--- config.mk ---
export PLATFORM = sky130hd
export DESIGN_NAME = pico_serial_reader
export DESIGN_NICKNAME = d
export VERILOG_FILES = /design/src/rtl/pico_serial_reader_pkg.sv /design/src/rtl/pico_serial_reader_sync_edge.sv /design/src/rtl/pico_serial_reader.sv
export SDC_FILE = /design/constraint.sdc
export NUM_CORES = 1
export LEC_CHECK = 0
export ABC_AREA = 1
export ABC_CLOCK_PERIOD_IN_PS = 4400
export CORE_AREA = 3 3 64 66
export CTS_BUF_LIST = sky130_fd_sc_hd__clkbuf_4
export DETAILED_ROUTE_END_ITERATION = 8
export DIE_AREA = 0 0 67 69
export GPL_ROUTABILITY_DRIVEN = 0
export PLACE_DENSITY = 0.79
export SYNTH_ARGS = -nofsm -noshare
export SYNTH_HDL_FRONTEND = slang
export SYNTH_SLANG_ARGS = --single-unit
--- constraint.sdc ---
create_clock -name clk -period 4.4 [get_ports clk]
set_clock_uncertainty 0.05 [all_clocks]
set_input_delay 0.66 -clock clk [delete_from_list [all_inputs] [get_ports clk]]
set_output_delay 0.66 -clock clk [all_outputs]
set_load 0.005 [all_outputs]
--- src/rtl/pico_serial_reader_pkg.sv ---
// Shared definitions for the RP2040 three-wire host link receiver.
package pico_serial_reader_pkg;

  typedef enum logic {
    ST_IDLE  = 1'b0,
    ST_SHIFT = 1'b1
  } state_t;

  localparam int PICO_BYTE_BITS      = 8;
  localparam int DEFAULT_SYNC_STAGES = 2;

endpackage

--- src/rtl/pico_serial_reader_sync_edge.sv ---
// Multi-flop synchronizer with a history flop and registered rise/fall detect.
// Edges are suppressed until the chain holds real pin samples, so a level that is already high at reset release never reads as a rise.
module sync_edge
  import pico_serial_reader_pkg::*;
#(
  parameter int STAGES = DEFAULT_SYNC_STAGES
) (
  input  logic clk,
  input  logic rst_n,
  input  logic din,
  output logic level,
  output logic rise,
  output logic fall
);

  logic [STAGES-1:0] chain;
  logic [STAGES:0]   fill;

  always_ff @(posedge clk or negedge rst_n) begin
    if (!rst_n) begin
      chain <= '0;
      fill  <= '0;
      level <= 1'b0;
      rise  <= 1'b0;
      fall  <= 1'b0;
    end else begin
      chain <= {chain[STAGES-2:0], din};
      fill  <= {fill[STAGES-1:0], 1'b1};
      level <= chain[STAGES-1];
      rise  <= fill[STAGES] & chain[STAGES-1] & ~level;
      fall  <= fill[STAGES] & ~chain[STAGES-1] & level;
    end
  end

endmodule

--- src/rtl/pico_serial_reader.sv ---
// Receives MSB-first bytes from the RP2040 frame/data/strobe link.
// State | meaning: IDLE | waiting for frame rise; SHIFT | frame open, strobes shift in data bits.
module pico_serial_reader
  import pico_serial_reader_pkg::*;
#(
  parameter int SYNC_STAGES = DEFAULT_SYNC_STAGES,
  parameter int COUNT_WIDTH = 8
) (
  input  logic                      clk,
  input  logic                      rst_n,
  input  logic                      frame_in,
  input  logic                      data_in,
  input  logic                      strobe_in,
  output logic [PICO_BYTE_BITS-1:0] data_out,
  output logic                      data_valid,
  output logic                      frame_error,
  output logic                      busy,
  output logic [COUNT_WIDTH-1:0]    byte_count
);

  localparam int BIT_W = $clog2(PICO_BYTE_BITS);

  logic frame_level_unused, frame_rise, frame_fall;
  logic strobe_level_unused, strobe_rise, strobe_fall_unused;
  logic data_level, data_rise_unused, data_fall_unused;

  sync_edge #(.STAGES(SYNC_STAGES)) u_sync_frame (
    .clk(clk), .rst_n(rst_n), .din(frame_in),
    .level(frame_level_unused), .rise(frame_rise), .fall(frame_fall)
  );

  sync_edge #(.STAGES(SYNC_STAGES)) u_sync_strobe (
    .clk(clk), .rst_n(rst_n), .din(strobe_in),
    .level(strobe_level_unused), .rise(strobe_rise), .fall(strobe_fall_unused)
  );

  // Same depth as the strobe path so the sampled bit lines up with its edge.
  sync_edge #(.STAGES(SYNC_STAGES)) u_sync_data (
    .clk(clk), .rst_n(rst_n), .din(data_in),
    .level(data_level), .rise(data_rise_unused), .fall(data_fall_unused)
  );

  state_t                    state, state_n;
  logic [BIT_W-1:0]          bit_cnt, bit_cnt_n;
  logic [PICO_BYTE_BITS-1:0] shift, shift_n, data_out_n;
  logic [COUNT_WIDTH-1:0]    byte_count_n;
  logic                      valid_n, error_n;

  always_ff @(posedge clk or negedge rst_n) begin
    if (!rst_n) begin
      state       <= ST_IDLE;
      bit_cnt     <= '0;
      shift       <= '0;
      data_out    <= '0;
      data_valid  <= 1'b0;
      frame_error <= 1'b0;
      busy        <= 1'b0;
      byte_count  <= '0;
    end else begin
      state       <= state_n;
      bit_cnt     <= bit_cnt_n;
      shift       <= shift_n;
      data_out    <= data_out_n;
      data_valid  <= valid_n;
      frame_error <= error_n;
      busy        <= (state_n == ST_SHIFT);
      byte_count  <= byte_count_n;
    end
  end

  always_comb begin
    state_n      = state;
    bit_cnt_n    = bit_cnt;
    shift_n      = shift;
    data_out_n   = data_out;
    byte_count_n = byte_count;
    valid_n      = 1'b0;
    error_n      = 1'b0;
    case (state)
      ST_IDLE: begin
        if (frame_rise) begin
          state_n      = ST_SHIFT;
          bit_cnt_n    = '0;
          shift_n      = '0;
          byte_count_n = '0;
        end
      end
      ST_SHIFT: begin
        // Frame fall takes priority over a coincident strobe edge.
        if (frame_fall) begin
          state_n   = ST_IDLE;
          error_n   = (bit_cnt != '0);
          bit_cnt_n = '0;
          shift_n   = '0;
        end else if (strobe_rise) begin
          shift_n = {shift[PICO_BYTE_BITS-2:0], data_level};
          if (bit_cnt == BIT_W'(PICO_BYTE_BITS - 1)) begin
            data_out_n   = shift_n;
            valid_n      = 1'b1;
            bit_cnt_n    = '0;
            byte_count_n = byte_count + COUNT_WIDTH'(1);
          end else begin
            bit_cnt_n = bit_cnt + BIT_W'(1);
          end
        end
      end
      default: state_n = ST_IDLE;
    endcase
  end

endmodule

==> metrics.txt <==
Setup Total Neg Slack=0 ns; Critical Path RT=about 3.7 ns; data arrival time of the worst path=1.35 ns; slowest cell delay on critical path=0.54 ns; dpl cells=~230; cell taking the most area after synthesis=dfrtp_1; ant diodes=0; Routed WL=2655 um; vias per cell=4.855; WS Path Type=reg -> out; Residual DRC=0; Port Buffers=23; final worst path period share=46.76%; Hold Crit Depth=0; final hold slack=0.3106 ns; htree depth=2; most frequent cells in the layout=44 x dfrtp_1, 32 x nand2_1, 22 x clkdlybuf4s50_1, 19 x nand3_1, 18 x inv_1; Buf+Inv Stages, Crit Path=1; Synthesized Nets=176; unrepaired setup endpoints after global routing=no; Max Cap Viol=0; CTS tree=done; Die H=69 um; Syn Inst Count=167; post_cts resized=0; clock slew at reported path FFs=0.12 ns; sequential fraction of the synthesis area=63.13%; final total power=0.0007357 W; Final setup viols=0; WL per Instance=between 10 and 15 um; Worst setup SP type=register; slew of the pin with the lowest slew margin=approximately 0.91 ns; std cell rows=22; CP endpoint kind=output port; worst hold path class=reg -> reg; Synth warnings=0; CTS root buffer=clkbuf_4; antenna violations before repair=0; detailed placement HPWL=1864 um; Worst VDD drop=0.2341 mV; Final nets=202; clock share of power=25.3%; internal power=0.0005367 W; synth unique cells=17; Psw=0.0001990 W; CP startpoint=state; Mapped Area=1744 um2; area delta synth->final=17.36%; vias in the first global route=1080; combinational share of power=13.5%; largest cells by area after synthesis=dfrtp_1 63%, nand2_1 6.9%, nand3_1 5.5%; Final Hold Vio Count=0; clk_lat worst skew=0.34 ns; reg2reg start=bit_cnt[0]; CTS Buf Count=5; R2R cell count=8; Non-Filler Instances=242; CP cell instances=clkdlybuf4s50_1; GRT overflow=0; pwr dens=approximately 360 nW/um2; largest net degree at the start of global routing=45; total track usage=13.59%; Hold-fix buffers, CTS=0; Avg Synthesized Cell Area=approximately 10 um2; Max transition margin=39.22%; switching share of power=27.05%; fin crit period=2.057 ns; DRT antenna net count=0; post-synth top area share=63.13%; min setup slack post-route=2.343 ns; worst-path fanout max=6; status=complete, no violations; first-pass GRT wire length=4761 um; Fmax achieved=486.0 MHz; core area=3633 um2; Final Max Slew Viols=0; Clock Sink Count=44; stages on the worst setup path=1; LEAKAGE=0.9879 nW; 1st-pass router iterations=4; DIE AREA=4623 um2; initial DRC count=60; maximum clock path buffer count=2; family with the most delay on the worst path=buffers and inverters; postcts setup bufs=0; dpl ws=2.726 ns; Die Wd=67 um; detailed-route via count=between 1000 and 1500; CP max stage cell=clkdlybuf4s50_1; commonest non-fill, non-tap cell in the layout=dfrtp_1; layout cells sized above 1=between 10% and 20%; post-synthesis sequential element count=44; starting density of the core=48.00%; FILL cells=325; sequential share of power=61.2%; io pins=24; Hold Path Origin=u_sync_strobe.fill[1]
## flip-flops by register name, indices dropped and copies added, names as in the netlist, 2 cells and up
| signal | count |
|---|---|
| shift | 7 |
| data_out | 8 |
| u_sync_data.chain | 2 |
| bit_cnt | 3 |
| byte_count | 8 |
| u_sync_strobe.fill | 2 |
| u_sync_frame.chain | 2 |
| u_sync_strobe.chain | 2 |
## kinds of logic (layout without fill, tap and decap cells)
| logic type | count (synthesis) | in the layout | share of synthesized area (%) |
|---|---|---|---|
| AO/OA/AOI/OAI | 26 | 26 | 8.751 |
| adder cells (fa/ha/maj) | 4 | 4 | 2.870 |
| buffers and inverters | 23 | 50 | 6.312 |
| flip-flops | 44 | 44 | 63.13 |
| other | 1 | 1 | 0.2150 |
| AND/OR/NAND/NOR | 69 | 69 | 18.72 |
## area by class of cell
class                           count  area [um2]  share of cell area [%]
Multi-Input combinational cell    100       533.0                   26.04
Sequential cell                    44        1101                   53.79
Inverter                           19       71.32                   3.484
Timing Repair Buffer               23       225.2                   11.00
Tap cell                           48       60.06                   2.934
Clock inverter                      2       11.26                  0.5501
Clock buffer                        6       45.04                   2.200
## synthesized netlist by cell type
master,count
dfrtp_1,44
inv_2,1
o21ai_1,11
ha_1,4
conb_1,1
o21ai_0,3
nand3_2,1
nand2_4,3
nor2_4,2
nand3_1,19
inv_1,18
a21oi_1,6
buf_2,1
buf_6,3
nor2_1,12
nand2_1,32
o21ai_2,6
## routing by layer
layer,global-route usage (%),share of wire [%]
met1,16.93,46
met2,20.85,47
met3,5.375,5.5
met4,5.405,0.72
met5,0,0
## final timing paths
path                                         to  slack [ns]
min in group asynchronous         byte_count[5]        0.38
max                                        busy        2.34
max in group asynchronous  u_sync_data.chain[1]        3.34
min                        u_sync_frame.fill[2]        0.31
max reg2reg                       byte_count[7]        2.73
min reg2reg                u_sync_frame.fill[2]        0.31
## per-stage QoR
| stage | cell area, um2 | utilization [%] |
|---|---|---|
| floorplan | 1744 | - |
| global placement | 1991 | 54.79 |
| detailed placement | 1991 | 54.79 |
| CTS | 2047 | 56.34 |
| global route | 2047 | 56.34 |
| finish | 2047 | 56.34 |
## power groups by stage
stage                     combinational [W]  clock [W]  sequential [W]
after floorplan                   0.0000689          0        0.000456
after global placement            0.0000975          0        0.000458
after detailed placement           0.000101          0        0.000459
after CTS                          0.000102   0.000196        0.000451
after global routing               0.000114   0.000214        0.000456
final                             0.0000994   0.000186        0.000450
No activity file was read; power rests on OpenSTA's default activity.
